## src/rtl/runahead_instruction_queue.sv

```systemverilog
`default_nettype none
// ============================================================================
// Module      : runahead_instruction_queue
// Description : Captures runahead-tagged instructions during a long-latency
//               event, then replays them in order into the fetch/runahead mux.
// Revision    : 1.0 - initial release
// ============================================================================
module runahead_instruction_queue #(
    parameter int DEPTH   = 8,
    parameter int INSTR_W = 16,
    parameter int CNT_W   = $clog2(DEPTH) + 1
) (
    input  logic               clk,
    input  logic               async_rst_n,
    input  logic               flush,
    input  logic               runahead_enter,
    input  logic               runahead_release,
    input  logic               capture_valid,
    input  logic [INSTR_W-1:0] capture_instruction,
    output logic               capture_ready,
    input  logic               pipeline_ready,
    output logic               runahead_valid,
    output logic [INSTR_W-1:0] runahead_instruction,
    output logic               runahead_active,
    output logic [CNT_W-1:0]   occupancy,
    output logic               overflow_drop
);

    localparam int               PTR_W    = (DEPTH > 1) ? $clog2(DEPTH) : 1;
    localparam logic [CNT_W-1:0] FULL_CNT = CNT_W'(DEPTH);
    localparam logic [CNT_W-1:0] ONE_CNT  = CNT_W'(1);
    localparam logic [PTR_W-1:0] ONE_PTR  = PTR_W'(1);

    typedef enum logic [1:0] {
        ST_IDLE  = 2'd0,
        ST_FILL  = 2'd1,
        ST_DRAIN = 2'd2
    } state_t;

    state_t             state_q, state_d;
    logic [PTR_W-1:0]   wr_ptr_q, wr_ptr_d;
    logic [PTR_W-1:0]   rd_ptr_q, rd_ptr_d;
    logic [CNT_W-1:0]   occ_q, occ_d;
    logic [INSTR_W-1:0] mem_q [DEPTH];

    logic is_full;
    logic is_empty;
    logic push;
    logic pop;

    // Head data is gated by valid so the unreset array never leaks X.
    always_comb begin
        is_full              = (occ_q == FULL_CNT);
        is_empty             = (occ_q == '0);
        capture_ready        = (state_q == ST_FILL) && !is_full;
        runahead_valid       = (state_q == ST_DRAIN) && !is_empty;
        runahead_instruction = runahead_valid ? mem_q[rd_ptr_q] : '0;
        runahead_active      = (state_q != ST_IDLE);
        occupancy            = occ_q;
        overflow_drop        = (state_q == ST_FILL) && is_full && capture_valid && !flush;
        push                 = capture_ready && capture_valid && !flush;
        pop                  = runahead_valid && pipeline_ready && !flush;
    end

    always_comb begin
        state_d  = state_q;
        wr_ptr_d = wr_ptr_q;
        rd_ptr_d = rd_ptr_q;
        occ_d    = occ_q;
        if (flush) begin
            state_d  = ST_IDLE;
            wr_ptr_d = '0;
            rd_ptr_d = '0;
            occ_d    = '0;
        end else begin
            if (push) begin
                wr_ptr_d = wr_ptr_q + ONE_PTR;
                occ_d    = occ_q + ONE_CNT;
            end
            if (pop) begin
                rd_ptr_d = rd_ptr_q + ONE_PTR;
                occ_d    = occ_q - ONE_CNT;
            end
            case (state_q)
                ST_IDLE: begin
                    if (runahead_enter) begin
                        state_d = ST_FILL;
                    end
                end
                ST_FILL: begin
                    // A push coincident with release still counts toward replay.
                    if (runahead_release) begin
                        state_d = (occ_d == '0) ? ST_IDLE : ST_DRAIN;
                    end
                end
                ST_DRAIN: begin
                    if (pop && (occ_q == ONE_CNT)) begin
                        state_d = ST_IDLE;
                    end
                end
                default: begin
                    state_d = ST_IDLE;
                end
            endcase
        end
    end

    always_ff @(posedge clk or negedge async_rst_n) begin
        if (!async_rst_n) begin
            state_q  <= ST_IDLE;
            wr_ptr_q <= '0;
            rd_ptr_q <= '0;
            occ_q    <= '0;
        end else begin
            state_q  <= state_d;
            wr_ptr_q <= wr_ptr_d;
            rd_ptr_q <= rd_ptr_d;
            occ_q    <= occ_d;
        end
    end

    always_ff @(posedge clk) begin
        if (push) begin
            mem_q[wr_ptr_q] <= capture_instruction;
        end
    end

endmodule
`default_nettype wire

```

## config.mk

```make
export PLATFORM = sky130hd
export DESIGN_NAME = runahead_instruction_queue
export DESIGN_NICKNAME = d
export VERILOG_FILES = /design/src/rtl/runahead_instruction_queue.sv
export SDC_FILE = /design/constraint.sdc
export NUM_CORES = 1
export LEC_CHECK = 0
export ABC_AREA = 1
export ABC_CLOCK_PERIOD_IN_PS = 5800
export CAP_MARGIN = 20
export CORE_ASPECT_RATIO = 0.9
export CORE_UTILIZATION = 65
export CTS_BUF_LIST = sky130_fd_sc_hd__clkbuf_8
export DETAILED_ROUTE_END_ITERATION = 10
export GPL_TIMING_DRIVEN = 0
export PLACE_DENSITY = 0.88
export SLEW_MARGIN = 0
export SYNTH_ARGS = -nofsm -noshare
export SYNTH_HDL_FRONTEND = slang
export SYNTH_SLANG_ARGS = --single-unit
```

## constraint.sdc

```tcl
create_clock -name clk -period 5.8 [get_ports clk]
set_clock_uncertainty 0.2 [all_clocks]
set_input_delay 0.58 -clock clk [delete_from_list [all_inputs] [get_ports clk]]
set_output_delay 0.58 -clock clk [all_outputs]
set_load 0.01 [all_outputs]
```

==> impl_metrics.json <==
{
  "cts_setup_buffers": 0,
  "cp_slowest_stage_delay_ps": 560,
  "ys.warnings.count": 0,
  "grt_max_degree": 17,
  "setup_violations": 0,
  "end_kind": "output port",
  "yosysUniqueCellTypes": 29,
  "place_area_um2": 6525,
  "peakVddDrop_uv": 227.0,
  "drt_iter0_drc": 549,
  "fin_tns_setup_ps": 0,
  "wire_per_inst_um": 20.80,
  "max_slew_margin_pct": 28.71,
  "synth_area_leaders": "edfxtp_1 (66%), o21ai_0 (6.9%), nor2_1 (6.9%)",
  "portBuffers": 45,
  "leakagePower_nw": 2.444,
  "die_h_um": 91.93,
  "die_area_um2": 9369,
  "yosysSeqAreaShare_pct": 70.95,
  "final.setup.worst_slack_ps": 2156,
  "dp_slack_ps": 2617,
  "antenna_left": 0,
  "gp_congestion": 0.8676,
  "ys_top_cells_by_count": "edfxtp_1 (128), nor2_1 (107), o21ai_0 (81), nand2_1 (32), o22ai_1 (32)",
  "clkTransAtPathRegs_ps": 80,
  "post-route-period-util_pct": 62.83,
  "avgSynthCellArea_um2": 11.97,
  "final_area_um2": 6897,
  "synth_top_flop_cell": "edfxtp_1",
  "crit_top_cell": "o21ai_0",
  "drive_gt1_share_pct": 12.46,
  "worstPathRequired_ps": 5020,
  "hold_class": "input pin to register",
  "drc_errors": 0,
  "rows": 32,
  "synth_seq_cells": 140,
  "path_buf_inv": 3,
  "crit_start": "rd_ptr_q[1]$_DFFE_PN0P_",
  "nets": 585,
  "syn-num-nets": 516,
  "crit_chain": "inv_1 > clkbuf_1 > o21ai_0 > o22ai_1 > o21ai_0 > nor2_1 > clkdlybuf4s50_1",
  "finalHoldViolCount": 0,
  "synth_top_cell_by_area": "edfxtp_1",
  "start_kind": "register",
  "max-clock-path-buffers": 2,
  "core_area_um2": 8648,
  "rsz0062_at_grt": "false",
  "path_max_fanout": 10,
  "fin_util_pct": 79.75,
  "postCtsHoldBufs": 0,
  "hp-start": "flush",
  "r2r_start": "occupancy[0]$_DFF_PN0_",
  "cts_htree_levels": 4,
  "maxCapViolations": 0,
  "critical_path_arrival_ps": 2860,
  "grt_pass1_wl_um": 21690,
  "synthArstFlopShare_pct": 8.571,
  "hpwl_um": 9088,
  "min_period_ps": 3644,
  "path_delay_family": "buffers and inverters",
  "cts_sinks": 140,
  "grtUsageTotal_pct": 32.65,
  "status": "finished clean",
  "grt.overflow.total": 0,
  "cts_resized": 0,
  "antenna_found_initial": 0,
  "clock_insertion_delay_worst_skew_ps": 440,
  "hold_path_depth": 2,
  "path_depth": 7,
  "critPathSlowestCell": "clkdlybuf4s50_1",
  "maxSlewViolCount": 0,
  "r2r_cells": 8,
  "areaGrowthSynthToFinish_pct": 18.08,
  "synth.most_common_cell": "edfxtp_1",
  "vias": 4419,
  "cts_made_buffers": 17,
  "die_w_um": 101.9,
  "synth_edf_count": 128,
  "start_util_pct": 67.53,
  "syn_inst": 488,
  "clock-root-buffer": "clkbuf_8",
  "reg2reg_slack_ps": 2610,
  "power.density_nw_per_um2": 289.4,
  "firstDrtPassIters": 5,
  "ios": 47,
  "synth_area_um2": 5841,
  "crit_type": "register to output port",
  "grt_pass1_vias": 4147,
  "insertedDiodeCount": 0,
  "fmax_ghz": 0.2744,
  "endpoint": "runahead_instruction[14]",
  "wirelength_um": 14330,
  "rr_endpoint": "mem_q[2][6]$_DFFE_PP_",
  "cts_tree": "built",
  "vias_per_cell": 6.414,
  "worst-slew-pin-transition_ps": 1068,
  "synth_top_area_share_pct": 65.81
}
logic make-up (layout without fill, tap and decap cells):
kind of cell	Yosys count	in the layout	synth area share, %
AND/OR/NAND/NOR	168	168	12.21
flip-flops	140	140	70.95
AO/OA/AOI/OAI	126	126	11.55
buffers and inverters	46	128	3.770
adder cells (fa/ha/maj)	5	5	1.071
XOR/XNOR	3	3	0.4500
flip-flops by register name, summed over array words and instances, names as in the netlist:
| name | cells |
|---|---|
| occupancy | 4 |
| rd_ptr_q | 3 |
| state_q | 2 |
| wr_ptr_q | 3 |
| mem_q | 128 |
routing by layer:
| metal | GRT usage [%] | vias up | part of all wire (%) |
|---|---|---|---|
| li1 | - | 1895 | - |
| met1 | 43.79 | 2097 | 36 |
| met2 | 51.63 | 384 | 49 |
| met3 | 7.622 | 43 | 12 |
| met4 | 13.69 | 0 | 2.6 |
| met5 | 0 | - | 0 |
worst register-to-register path: stages (launching register included):
cell     delay [ps]
dfrtp_1         470
inv_1           120
ha_1            270
nand3_2         160
nand3_2         160
inv_1           140
nand2_1         190
nor3_2          850
buf_4           340
layout make-up:
class / instances / area (um^2)
sequential: 140 / 4144
fill: 480 / 1752
multi-input combinational: 302 / 1501
timing repair buffer: 50 / 510.5
clock buffer: 17 / 234.0
tap: 119 / 148.9
clock inverter: 15 / 137.6
buffer: 26 / 137.6
inverter: 20 / 82.58
through the flow:
stage / power [W] / hold WS, ps / instances
global route: 0.002055 / 133.6 / 689
CTS: 0.001991 / 135.7 / 689
global placement: 0.001268 / 376.4 / 652
floorplan: 0.001215 / 84.41 / 488
finish: 0.001996 / 147.0 / 689
detailed placement: 0.001279 / 401.4 / 657
cells in the final DEF, fill, tap and decap left out, drive strengths merged, types with 7 or more instances in the layout:
| master | n |
|---|---|
| nand3 | 16 |
| clkbuf | 33 |
| edfxtp | 128 |
| clkdlybuf4s50 | 45 |
| dfrtp | 12 |
| o21ai | 89 |
| nor2 | 110 |
| buf | 15 |
| nand2 | 33 |
| o22ai | 32 |
| clkinv | 7 |
| inv | 26 |
how the worst min path moves through the flow:
stage / end / slack (ps)
2_1_floorplan: occupancy[0]$_DFF_PN0_ / 80
3_3_place_gp: wr_ptr_q[0]$_DFFE_PN0P_ / 380
3_5_place_dp: wr_ptr_q[0]$_DFFE_PN0P_ / 400
4_1_cts: occupancy[3]$_DFF_PN0_ / 140
5_1_grt: occupancy[3]$_DFF_PN0_ / 130
6_report: occupancy[3]$_DFF_PN0_ / 150
power breakdown:
| group | switching [W] | internal (W) |
|---|---|---|
| Combinational | 0.0000781 | 0.0000534 |
| Clock | 0.000391 | 0.000346 |
| Sequential | 0.0000109 | 0.00112 |
| Total | 0.000480 | 0.00152 |
Power figures use the tool's default switching activity.
